===== src/rtl/gray_counter_pkg.sv =====
// gray_counter_pkg
//   Shared definitions for the gray_counter slice.
//   DEFAULT_BIT : default counter width (binary and Gray outputs).
//   count_op_e  : the step selected for the next rising edge when not in reset.
//   bin2gray()  : reflected-binary conversion, x ^ (x >> 1), for any width up to 32.
package gray_counter_pkg;

  localparam int DEFAULT_BIT = 8;

  typedef enum logic [1:0] {
    OP_HOLD = 2'd0,
    OP_LOAD = 2'd1,
    OP_UP   = 2'd2,
    OP_DOWN = 2'd3
  } count_op_e;

  function automatic logic [31:0] bin2gray(input logic [31:0] bin);
    return bin ^ (bin >> 1);
  endfunction

endpackage


===== src/rtl/bin_to_gray.sv =====
// bin_to_gray
//   Purely combinational binary-to-Gray converter.
//   Ports:
//     i_bin  in  BIT : binary value
//     o_gray out BIT : reflected Gray code of i_bin
module bin_to_gray #(
  parameter int BIT = gray_counter_pkg::DEFAULT_BIT
) (
  input  logic [BIT-1:0] i_bin,
  output logic [BIT-1:0] o_gray
);

  assign o_gray = i_bin ^ (i_bin >> 1);

endmodule


===== src/rtl/gray_counter.sv =====
// gray_counter
//   Registered binary/Gray up-down counter with synchronous load.
//   Priority on each rising edge: reset > load > enable > hold.
//   Ports:
//     i_clk      in  1   : clock, rising edge
//     i_rst      in  1   : synchronous active-high reset
//     i_en       in  1   : count enable, one step per cycle
//     i_dir      in  1   : 1 = count up, 0 = count down
//     i_load     in  1   : load i_load_bin (overrides i_en)
//     i_load_bin in  BIT : value to load
//     o_bin      out BIT : registered binary count
//     o_gray     out BIT : registered Gray code of o_bin
//     o_wrap     out 1   : pulse, previous edge stepped across all-ones/zero
//     o_step     out 1   : pulse, previous edge performed a count step
module gray_counter
  import gray_counter_pkg::*;
#(
  parameter int BIT = DEFAULT_BIT
) (
  input  logic           i_clk,
  input  logic           i_rst,
  input  logic           i_en,
  input  logic           i_dir,
  input  logic           i_load,
  input  logic [BIT-1:0] i_load_bin,
  output logic [BIT-1:0] o_bin,
  output logic [BIT-1:0] o_gray,
  output logic           o_wrap,
  output logic           o_step
);

  localparam logic [BIT-1:0] ONE = BIT'(1);

  count_op_e      op;
  logic [BIT-1:0] next_bin;
  logic [BIT-1:0] next_gray;
  logic           next_wrap;
  logic           next_step;

  // Select the operation for this edge; load beats enable.
  always_comb begin
    op = OP_HOLD;
    if (i_load) begin
      op = OP_LOAD;
    end else if (i_en) begin
      op = i_dir ? OP_UP : OP_DOWN;
    end
  end

  // Next-state mux: wrap is detected on the current value before stepping.
  always_comb begin
    next_bin  = o_bin;
    next_wrap = 1'b0;
    next_step = 1'b0;
    unique case (op)
      OP_LOAD: begin
        next_bin = i_load_bin;
      end
      OP_UP: begin
        next_bin  = o_bin + ONE;
        next_wrap = &o_bin;
        next_step = 1'b1;
      end
      OP_DOWN: begin
        next_bin  = o_bin - ONE;
        next_wrap = ~|o_bin;
        next_step = 1'b1;
      end
      default: begin
        next_bin = o_bin;
      end
    endcase
  end

  // Gray is taken from the next binary value so both registers update on
  // the same edge; deriving it from o_bin would lag by one cycle.
  bin_to_gray #(
    .BIT(BIT)
  ) u_bin_to_gray (
    .i_bin (next_bin),
    .o_gray(next_gray)
  );

  always_ff @(posedge i_clk) begin
    if (i_rst) begin
      o_bin  <= '0;
      o_gray <= '0;
      o_wrap <= 1'b0;
      o_step <= 1'b0;
    end else begin
      o_bin  <= next_bin;
      o_gray <= next_gray;
      o_wrap <= next_wrap;
      o_step <= next_step;
    end
  end

endmodule

===== config.mk =====
export PLATFORM = sky130hd
export DESIGN_NAME = gray_counter
export DESIGN_NICKNAME = d
export VERILOG_FILES = /design/src/rtl/gray_counter_pkg.sv /design/src/rtl/bin_to_gray.sv /design/src/rtl/gray_counter.sv
export SDC_FILE = /design/constraint.sdc
export NUM_CORES = 1
export LEC_CHECK = 0
export CAP_MARGIN = 15
export CORE_MARGIN = 2
export CORE_UTILIZATION = 50
export DETAILED_ROUTE_END_ITERATION = 10
export DONT_BUFFER_PORTS = 1
export SYNTH_ARGS = -nofsm -noshare
export SYNTH_HDL_FRONTEND = slang
export SYNTH_SLANG_ARGS = --single-unit

===== constraint.sdc =====
create_clock -name i_clk -period 3 [get_ports i_clk]
set_input_delay 0.15 -clock i_clk [delete_from_list [all_inputs] [get_ports i_clk]]
set_output_delay 0.15 -clock i_clk [all_outputs]
set_load 0.03 [all_outputs]

# Yosys cells after proc, flatten, opt, wreduce, memory -nomap -nowiden

Cells that the tools add are included.

Word-level logic and storage cells: 20
Flip-flop bits (word level): 18
Input bits: 13
Output and inout bits: 18

Reductions and logical operators: 4
Bitwise logic cells: 1
$add $sub $neg: 2
Mux-type cells: 6
Equality and inequality tests: 3

Operators with widths:

| operator            | count |
|---|---|
| $pmux 8 s3          | 1 |
| $add 8x1->8 const B | 1 |
| $reduce_and 8->1    | 1 |
| $reduce_or 8->1     | 1 |
| $sub 8x1->8 const B | 1 |
| $xor 8x7->8         | 1 |
| $eq 2x2->1 const B  | 2 |
| $mux 2              | 2 |
| $eq 2x1->1 const B  | 1 |
| $mux 1              | 2 |
| $pmux 1 s2          | 1 |
| $reduce_or 2->1     | 1 |
| $logic_not 1->1     | 1 |

# Longest topological paths before layout

Gate-level depths: netlist (run 1).

Word-level depth: 6
Mapped depth: 10
Depth with buffers taken out: 9

# Modules after synthesis

From an unflattened synthesis (run 1), not the netlist that was laid out.

Cell total of the unflattened synthesis: 129
Area, all modules: 1079.8 um^2

Modules (own cells, without submodules):

| module       | times used | area an instance (um^2) | cells an instance | seq. area each (um^2) |
|---|---|---|---|---|
| gray_counter | 1          | 1011.0                  | 121               | 360.3 |
| bin_to_gray  | 1          | 68.8                    | 8                 | 0.0 |

# Worst setup path before layout (run 1)

Ideal clock, no wire load.

Path kind: register to register
Start point: register o_bin[1]
End point: register o_gray[5]
Path buffers: 0
Data arrival time: 2.002 ns
Data required time: 2.872 ns
Slack: 0.870 ns
Library setup time: 0.128 ns
Stages on the path, launching flop included: 9
Clock period less this slack: 2.130 ns
Cells stage by stage: dfxtp_1 xor2_1 ha_1 inv_1 o21a_1 o311a_1 nor3_4 xor2_1 nor2_1

Longest elaborated chain between the ends: 3
Elaborated cells between the ends (all ways): 4
Those cells by class: 2 x add/sub; 1 x mux; 1 x bitwise

Ends and longest elaborated chain:

| element                                           | line                                   | source |
|---|---|---|
| from (decl)                                       | gray_counter.sv:26                     | `output logic [BIT-1:0] o_bin,` |
| from (signal assigned)                            | gray_counter.sv:91                     | `o_bin <= next_bin;` |
| $sub 8x1->8 / $add 8x1->8 (equally long branches) | gray_counter.sv:65, gray_counter.sv:60 |  |
| $pmux 8 s3 *                                      | gray_counter.sv:55                     | `unique case (op)` |
| $xor 8x7->8 *                                     | bin_to_gray.sv:13                      | `assign o_gray = i_bin ^ (i_bin >> 1);` |
| to (signal assigned)                              | gray_counter.sv:92                     | `o_gray <= next_gray;` |
| to (decl)                                         | gray_counter.sv:27                     | `output logic [BIT-1:0] o_gray,` |

Mark *: on every way between the ends. The rest lies on a longest branch, timed or not.
A chain may end at the register's enable or synchronous reset.

# Final worst setup path (run 1)

Start point: register o_bin[1]
End point: register o_gray[4]

The elaborated chain is that of the path after synthesis.

==> results of run 1 <==
how the worst max path moves through the flow:
stage / startpoint / end / slack (ns) / cells past startpoint
after CTS: o_bin[1]$_SDFF_PP0_ / o_gray[4]$_SDFF_PP0_ / 0.67 / 8
after floorplan: o_bin[1]$_SDFF_PP0_ / o_gray[5]$_SDFF_PP0_ / 0.87 / 8
final: o_bin[1]$_SDFF_PP0_ / o_gray[4]$_SDFF_PP0_ / 0.67 / 8
after global placement: o_bin[1]$_SDFF_PP0_ / o_gray[5]$_SDFF_PP0_ / 0.76 / 8
after detailed placement: o_bin[1]$_SDFF_PP0_ / o_gray[5]$_SDFF_PP0_ / 0.70 / 8
after global routing: o_bin[1]$_SDFF_PP0_ / o_gray[5]$_SDFF_PP0_ / 0.52 / 8
power by group through the flow:
stage	Sequential (mW)	Combinational [mW]	Clock, mW
detailed placement	0.317	0.0915	0
CTS	0.312	0.0958	0.124
global placement	0.317	0.0903	0
finish	0.311	0.0944	0.121
global route	0.314	0.107	0.134
floorplan	0.307	0.0976	0
sequential cells by signal, indices dropped and copies added, names as in the netlist:
signal / count
o_gray: 7
o_wrap: 1
o_step: 1
o_bin: 8
worst max-delay path, stage by stage, from the launching register on:
cell and delay (ns):
sky130_fd_sc_hd__dfxtp_1 0.67, sky130_fd_sc_hd__xor2_1 0.20, sky130_fd_sc_hd__ha_1 0.27, sky130_fd_sc_hd__nand4_1 0.12
sky130_fd_sc_hd__or2_2 0.31, sky130_fd_sc_hd__a211o_1 0.31, sky130_fd_sc_hd__nand3_1 0.14, sky130_fd_sc_hd__xnor2_1 0.13
sky130_fd_sc_hd__nor2_1 0.06
cell families after synthesis:
group	synth area share, %
AOI/OAI and AO/OA	13.9
xor gates and xnor gates	7.67
adders and majority gates	1.22
buffers and inverters	5.48
DFF	33.1
muxes	2.92
and+or+nand+nor	35.7
final cells by class:
cell class                      count  area (um^2)
Multi-Input combinational cell     92          631
Fill cell                         204          897
Tap cell                           27         33.8
Sequential cell                    17          340
Inverter                            1         3.75
Clock buffer                        4         26.3
Timing Repair Buffer                1         10.0
cell usage after synthesis (2+ instances only):
cell type and number:
sky130_fd_sc_hd__a22oi_1 2, sky130_fd_sc_hd__buf_2 3, sky130_fd_sc_hd__xnor2_1 6, sky130_fd_sc_hd__a21oi_1 2, sky130_fd_sc_hd__nor2b_1 2, sky130_fd_sc_hd__dfxtp_1 17
sky130_fd_sc_hd__a31oi_1 2, sky130_fd_sc_hd__or3_1 2, sky130_fd_sc_hd__nand3_1 4, sky130_fd_sc_hd__buf_6 2, sky130_fd_sc_hd__nand2b_1 3, sky130_fd_sc_hd__nand4_1 3
sky130_fd_sc_hd__o21ai_0 3, sky130_fd_sc_hd__nand2_1 5, sky130_fd_sc_hd__o21a_1 2, sky130_fd_sc_hd__mux2i_1 3, sky130_fd_sc_hd__clkbuf_1 2, sky130_fd_sc_hd__nor3_1 4
sky130_fd_sc_hd__nor2_1 22, sky130_fd_sc_hd__xor2_1 3
per-layer routing:
metal,GRT usage [%],vias up
li1,-,417
met1,22.3,379
met2,31.3,32
met3,6.44,5
met4,6.67,0
met5,0,-
through the flow:
stage,instance area [um^2],setup slack (ns)
after global routing,1040,0.517
after floorplan,1030,0.870
after global placement,1010,0.760
final,1040,0.667
after detailed placement,1010,0.703
after CTS,1040,0.671
==> out/results.md, run 1 <==
- **setup repair after global routing missed its margin** false
- **share of total power consumed by net switching** 34.6%
- **effective utilization at floorplan** 52.9%
- **number of buffers inserted by hold repair at cts** 1
- **Synth-to-Final Area Change** 1.71%
- **most area-hungry cell type in the Yosys netlist** sky130_fd_sc_hd__dfxtp_1
- **Period minus WS final** 2.33 ns
- **setup repair bufs after CTS** 0
- **internal power component** 0.344 mW
- **largest clock skew in the final design** 0.00644 ns
- **R2R setup slack** 0.67 ns
- **clock buffer count from CTS** 3
- **achievable clock frequency** 429 MHz
- **num ports** 31
- **gate count of the mapped netlist** 118
- **detailed-route wire length** 2090 um
- **total half-perimeter wirelength after legalization and detailed placement** 1600 um
- **outcome** complete, no violations
- **Endpoint, Worst Hold** o_bin[4]$_SDFF_PP0_
- **WS Path Type** flop to flop
- **Starting DRT DRC Count** 14
- **Comb power frac** 17.9%
- **Post-DRT Antenna Nets** 0
- **Hold Path Cell Cnt** 2
- **leakage** 0.379 nW
- **syn_nets** 132
- **Avg Cell Area, Syn** 8.71 um^2
- **via count** 833
- **vias in the first global route** 764
- **NumNets Final** 130
- **count of warnings emitted by yosys** 0
- **headroom to the max-slew limit** 54.2%
- **final RePlAce weighted congestion** 0.775
- **width of the die** 49.3 um
- **die height** 49.3 um
- **cells taking the most area after synthesis** sky130_fd_sc_hd__dfxtp_1 (33%), sky130_fd_sc_hd__nor2_1 (8.0%), sky130_fd_sc_hd__xnor2_1 (5.1%), sky130_fd_sc_hd__mux2i_1 (2.9%), sky130_fd_sc_hd__xor2_1 (2.6%)
- **amount of wire on met3 after detailed routing** 135 um
- **clock network fraction of design power** 23.0%
- **number of gates resized after CTS** 0
- **clock root buffer master** sky130_fd_sc_hd__clkbuf_4
- **count of cell types in the netlist** 46
- **hold path startpoint** i_load_bin[4]
- **final slew viol count** 0
- **net switching power** 0.182 mW
- **Wirelength per Cell** 14.7 um
- **number of input and output port buffers inserted** 0
- **floorplan die area** 2430 um^2
- **global routing usage summed across all routing layers** 18.8%
- **kind of path behind the tightest hold check** primary input to flop
- **async set or reset register ratio after synthesis** 0%
- **Max-Cap Viols** 0
- **core box area** 1940 um^2
- **Post-route DRC** 0
- **summed negative setup slack over all endpoints** 0 ns
- **required arrival time at the worst endpoint** 3.17 ns
- **reg-to-reg critical path startpoint** o_bin[1]$_SDFF_PP0_
- **number of antenna cells inserted** 0
- **global route total overflow** 0
- **combined area of all synthesized cells** 1030 um^2
- **overall power consumption** 0.526 mW
- **clock tree from TritonCTS** done
- **Worst Hold Slack** 0.0374 ns
- **proportion of power drawn by flip-flops and latches** 59.1%
- **count of placed standard cells including taps** 137
- **routed wire length on met2** 1060 um
- **maximum number of pins on one net before global-route repair** 26
- **utilization after layout** 53.8%
- **buffer depth of the longest clock path** 2
- **kind of end point of the critical path** flop
- **kind of start point of the critical path** flop
- **critical path peak fanout** 8
- **hold violation count in the final report** 0
- **via density per instance** 5.87
- **clock tree sinks** 17
- **total power divided by cell area** 504 nW/um^2
- **transition time of the tightest slew-check pin** 0.686 ns
- **crit path DAT** 2.50 ns
- **endpoint of the worst register-to-register path** o_gray[4]$_SDFF_PP0_
- **portion of the post-synthesis area used by sequential elements** 33.1%
- **ratio of cells with drive above 1 in the final layout** 12.2%
- **final non-filler cell total** 142
- **insertion delay to the later sink of the worst-skew pair** 0.29 ns
- **met1 wire length** 877 um
- **number of enable-type register cells in the synthesized netlist** 0
- **total number of H-tree levels** 1
- **leading cell type in the layout, fill and taps excluded** sky130_fd_sc_hd__nor2_1
- **commonest cells after routing, fill and taps aside** sky130_fd_sc_hd__nor2_1 (22), sky130_fd_sc_hd__dfxtp_1 (17), sky130_fd_sc_hd__xnor2_1 (6)
- **area share of the largest cell type after synthesis** 33.1%
- **Top Layer Used** met4
- **first-pass iteration count of the detailed router** 4
- **clock transition at the registers of the reported paths** 0.10 ns
- **antenna violations before repair** 0
- **fin crit share** 77.8%
- **# rows** 16
- **maximum vdd ir drop** 0.341 mV
- **primary flip-flop cell chosen by synthesis mapping** sky130_fd_sc_hd__dfxtp_1
- **number of register bits inferred by synthesis** 17
- **first-pass GRT wire length** 3470 um
- **Final setup violation count** 0
- **count of cells along the worst register-to-register path** 8
(Power assumes the default switching activity.)
==> run 2, diff against run 1 <==
Settings changed: ABC_AREA from default to 1, PLACE_DENSITY from default to 0.68.
Clock period 3 ns to 1.9 ns, I/O delays scaled along.
==> run 2 against run 1 <==
Against the previous run:
- worst setup slack worse by 0.46 ns
- register-to-register slack got worse by 0.46 ns
- clock power increased by 57%
- final area increased by 20%
- critical path depth rose by 8
- synthesized cell count is 42% higher
- combinational power increased to 2.7 times the previous value
- power is 71% higher
- maximum frequency up 38%
- flip-flop and latch count did not move
- routed wire length up 30%
- critical endpoint is now o_gray[6]$_SDFF_PP0_
- largest power group unchanged
- highest routed layer unchanged
==> out/results.md, run 2 <==
- **number of input and output port buffers inserted** 0, unchanged
- **transition time of the tightest slew-check pin** 0.604 ns, -0.0821 ns
- **summed negative setup slack over all endpoints** 0 ns, unchanged
- **total power divided by cell area** 719 nW/um^2, +43%
- **Post-route DRC** 0, unchanged
- **total number of H-tree levels** 1, unchanged
- **maximum vdd ir drop** 0.489 mV, +43%
- **achievable clock frequency** 590 MHz, +38%
- **combined area of all synthesized cells** 1150 um^2, +12%
- **largest register by flop count** o_bin
- **floorplan die area** 2700 um^2, +11%
- **total half-perimeter wirelength after legalization and detailed placement** 2110 um, +32%
- **Comb power frac** 28.7%, +11 points
- **final slew viol count** 0, unchanged
- **NumNets Final** 193, +48%
- **clock buffer count from CTS** 3, unchanged
- **antenna violations before repair** 0, unchanged
- **share of total power consumed by net switching** 37.8%, +3.2 points
- **clock network fraction of design power** 21.1%, -1.9 points
- **number of gates resized after CTS** 0, unchanged
- **cell with the biggest individual delay on the critical path** sky130_fd_sc_hd__dfxtp_1
- **clock root buffer master** sky130_fd_sc_hd__clkbuf_4
- **largest clock skew in the final design** 0.00166 ns, -0.00478 ns
- **first-pass iteration count of the detailed router** 4, unchanged
- **number of flip-flops under the largest register name** 8, unchanged
- **kind of start point of the critical path** flop
- **portion of the post-synthesis area used by sequential elements** 29.6%, -3.6 points
- **required arrival time at the worst endpoint** 2.14 ns, -1.03 ns
- **maximum number of pins on one net before global-route repair** 12, -54%
- **outcome** complete, no violations
- **global routing usage summed across all routing layers** 22.8%, +3.9 points
- **number of enable-type register cells in the synthesized netlist** 0, unchanged
- **kind of path behind the tightest hold check** primary input to flop
- **setup repair after global routing missed its margin** false
- **via density per instance** 5.29, -9.8%
- **Worst path max stage delay** 0.41 ns, -0.26 ns
- **clock tree sinks** 17, unchanged
- **leakage** 0.652 nW, +72%
- **number of register bits inferred by synthesis** 17, unchanged
- **critical path peak fanout** 5, -3
- **ratio of cells with drive above 1 in the final layout** 21.3%, +9.2 points
- **die height** 52.0 um, +5.4%
- **area share of the largest cell type after synthesis** 29.6%, -3.6 points
- **Avg Cell Area, Syn** 6.85 um^2, -21%
- **Synth-to-Final Area Change** 8.91%
- **width of the die** 52.0 um, +5.4%
- **most area-hungry cell type in the Yosys netlist** sky130_fd_sc_hd__dfxtp_1
- **Starting DRT DRC Count** 42, +28
- **overall power consumption** 0.901 mW, +71%
- **most numerous cell in the Yosys netlist** sky130_fd_sc_hd__nand2_1
- **Max-Cap Viols** 0, unchanged
- **internal power component** 0.560 mW, +63%
- **syn_nets** 182, +38%
- **via count** 1090, +31%
- **buffer depth of the longest clock path** 2, unchanged
- **hold violation count in the final report** 0, unchanged
- **clock transition at the registers of the reported paths** 0.09 ns, about the same
- **gate count of the mapped netlist** 168, +42%
- **count of warnings emitted by yosys** 0, unchanged
- **leading cell type in the layout, fill and taps excluded** sky130_fd_sc_hd__nand2_1
- **# rows** 17, +1
- **primary flip-flop cell chosen by synthesis mapping** sky130_fd_sc_hd__dfxtp_1
- **WS Path Type** flop to flop
- **num ports** 31, unchanged
- **global route total overflow** 0, unchanged
- **insertion delay to the later sink of the worst-skew pair** 0.29 ns, about the same
- **headroom to the max-slew limit** 59.6%, +5.4 points
- **detailed-route wire length** 2710 um, +30%
- **kind of end point of the critical path** flop
- **first-pass GRT wire length** 4550 um, +31%
- **commonest cells after routing, fill and taps aside** sky130_fd_sc_hd__nand2_1 (36), sky130_fd_sc_hd__inv_1 (23), sky130_fd_sc_hd__nor2_1 (22)
- **effective utilization at floorplan** 52.5%, -0.36 points
- **most frequent CP cell** sky130_fd_sc_hd__nand2_1
- **crit path DAT** 1.94 ns, -0.56 ns
- **family of cells with the greatest summed delay on the critical path** simple AND/OR/NAND/NOR gates
- **cells taking the most area after synthesis** sky130_fd_sc_hd__dfxtp_1 (30%), sky130_fd_sc_hd__nand2_1 (12%), sky130_fd_sc_hd__inv_1 (7.5%), sky130_fd_sc_hd__nor2_1 (7.2%), sky130_fd_sc_hd__nand3_1 (6.5%)
- **number of antenna cells inserted** 0, unchanged
- **core box area** 2190 um^2, +13%
- **CP Buf/Inv Count** 3, +3
- **clock tree from TritonCTS** done
- **vias in the first global route** 1000, +31%
- **Wirelength per Cell** 13.2 um, -11%
- **Final setup violation count** 0, unchanged
- **proportion of power drawn by flip-flops and latches** 50.2%, -8.9 points
- **fin crit share** 89.3%, +11 points
- **critical path cell sequence** xor2_1 -> inv_1 -> ha_1 -> inv_1 -> nand2_1 -> nand2_2 -> nor2_4 -> nand2_2 -> nand2_1 -> nand2_1 -> nand3_1 -> nand2_2 -> nand2_1 -> nand2_1 -> nand2_1 -> inv_1
- **registers with the most flip-flops** o_bin: 8 flops, o_gray: 7 flops
- **Period minus WS final** 1.70 ns, -0.638 ns
- **final RePlAce weighted congestion** 0.929, +20%
- **async set or reset register ratio after synthesis** 0%, unchanged
- **Post-DRT Antenna Nets** 0, unchanged
- **net switching power** 0.340 mW, +87%
- **count of cell types in the netlist** 31, -33%
- **Post-synth top cells** sky130_fd_sc_hd__nand2_1 (36), sky130_fd_sc_hd__inv_1 (23), sky130_fd_sc_hd__nor2_1 (22)
## run 2: cell count changes after synthesis, moves of 3 or more
cell                       change
sky130_fd_sc_hd__nand2_4       +4
sky130_fd_sc_hd__inv_1        +22
sky130_fd_sc_hd__nand2_2       +8
sky130_fd_sc_hd__xnor2_1       -6
sky130_fd_sc_hd__nand2_1      +31
sky130_fd_sc_hd__nand3_2       +4
sky130_fd_sc_hd__nand2b_1      -3
sky130_fd_sc_hd__nand3_1      +11
sky130_fd_sc_hd__mux2i_1       -3
## run 2: tightest hold or removal path: stages
cell,delay [ns]
sky130_fd_sc_hd__inv_1,0.07
sky130_fd_sc_hd__nand2_1,0.08
sky130_fd_sc_hd__nor2_1,0.03
## run 2: layout make-up
type | count | area (um^2)
tap | 28 | 35.0
multi-input combinational | 120 | 664
clock buffer | 4 | 26.3
inverter | 26 | 100
timing repair buffer | 11 | 87.6
sequential | 17 | 340
fill | 218 | 937
## run 2: metal layers
metal | part of all wire (%) | routed length (um) | up-vias | GRT usage [%]
met5 | 0 | 0 | - | 0
met4 | 1.4 | 38 | 0 | 10.1
met3 | 8.9 | 242 | 5 | 4.89
met2 | 47 | 1280 | 48 | 35.2
met1 | 42 | 1150 | 480 | 30.1
li1 | - | - | 557 | -
## run 2: power by group through the flow
stage | registers (mW) | clock network, mW | logic (mW)
floorplan | 0.484 | 0 | 0.177
global route | 0.457 | 0.212 | 0.286
CTS | 0.453 | 0.193 | 0.257
finish | 0.452 | 0.190 | 0.258
global placement | 0.461 | 0 | 0.246
detailed placement | 0.460 | 0 | 0.250
## run 2: kinds of logic after synthesis
kind of cell | count (synthesis) | share of synthesized area (%)
simple gates | 102 | 45.5
fa+ha+maj | 1 | 1.09
buf+inv | 31 | 12.7
flops | 17 | 29.6
compound gates | 15 | 9.56
xor+xnor | 2 | 1.52
## run 2: what timing repair did
action	CTS	global route
hold buffers	2	0
setup buffers	0	0
hold endpoints to repair	8	0
## run 2: metrics by stage
stage	utilization, %	cell area, um^2	std cells	setup WS, ns	hold WS (ns)
2_1_floorplan	-	1150	168	0.120	0.311
3_3_place_gp	55.1	1210	200	0.271	0.168
3_5_place_dp	55.1	1210	200	0.246	0.168
4_1_cts	57.2	1250	206	0.216	0.0138
5_1_grt	57.2	1250	206	0.0376	0.0325
6_report	57.2	1250	206	0.204	0.0209
## run 2: worst paths after layout
check	start	end	slack, ns	cells past startpoint
max	o_bin[1]$_SDFF_PP0_	o_gray[6]$_SDFF_PP0_	0.20	16
min	i_rst	o_gray[5]$_SDFF_PP0_	0.02	3
max reg2reg	o_bin[1]$_SDFF_PP0_	o_gray[6]$_SDFF_PP0_	0.20	16
min reg2reg	o_bin[7]$_SDFF_PP0_	o_wrap$_SDFF_PP0_	0.64	3
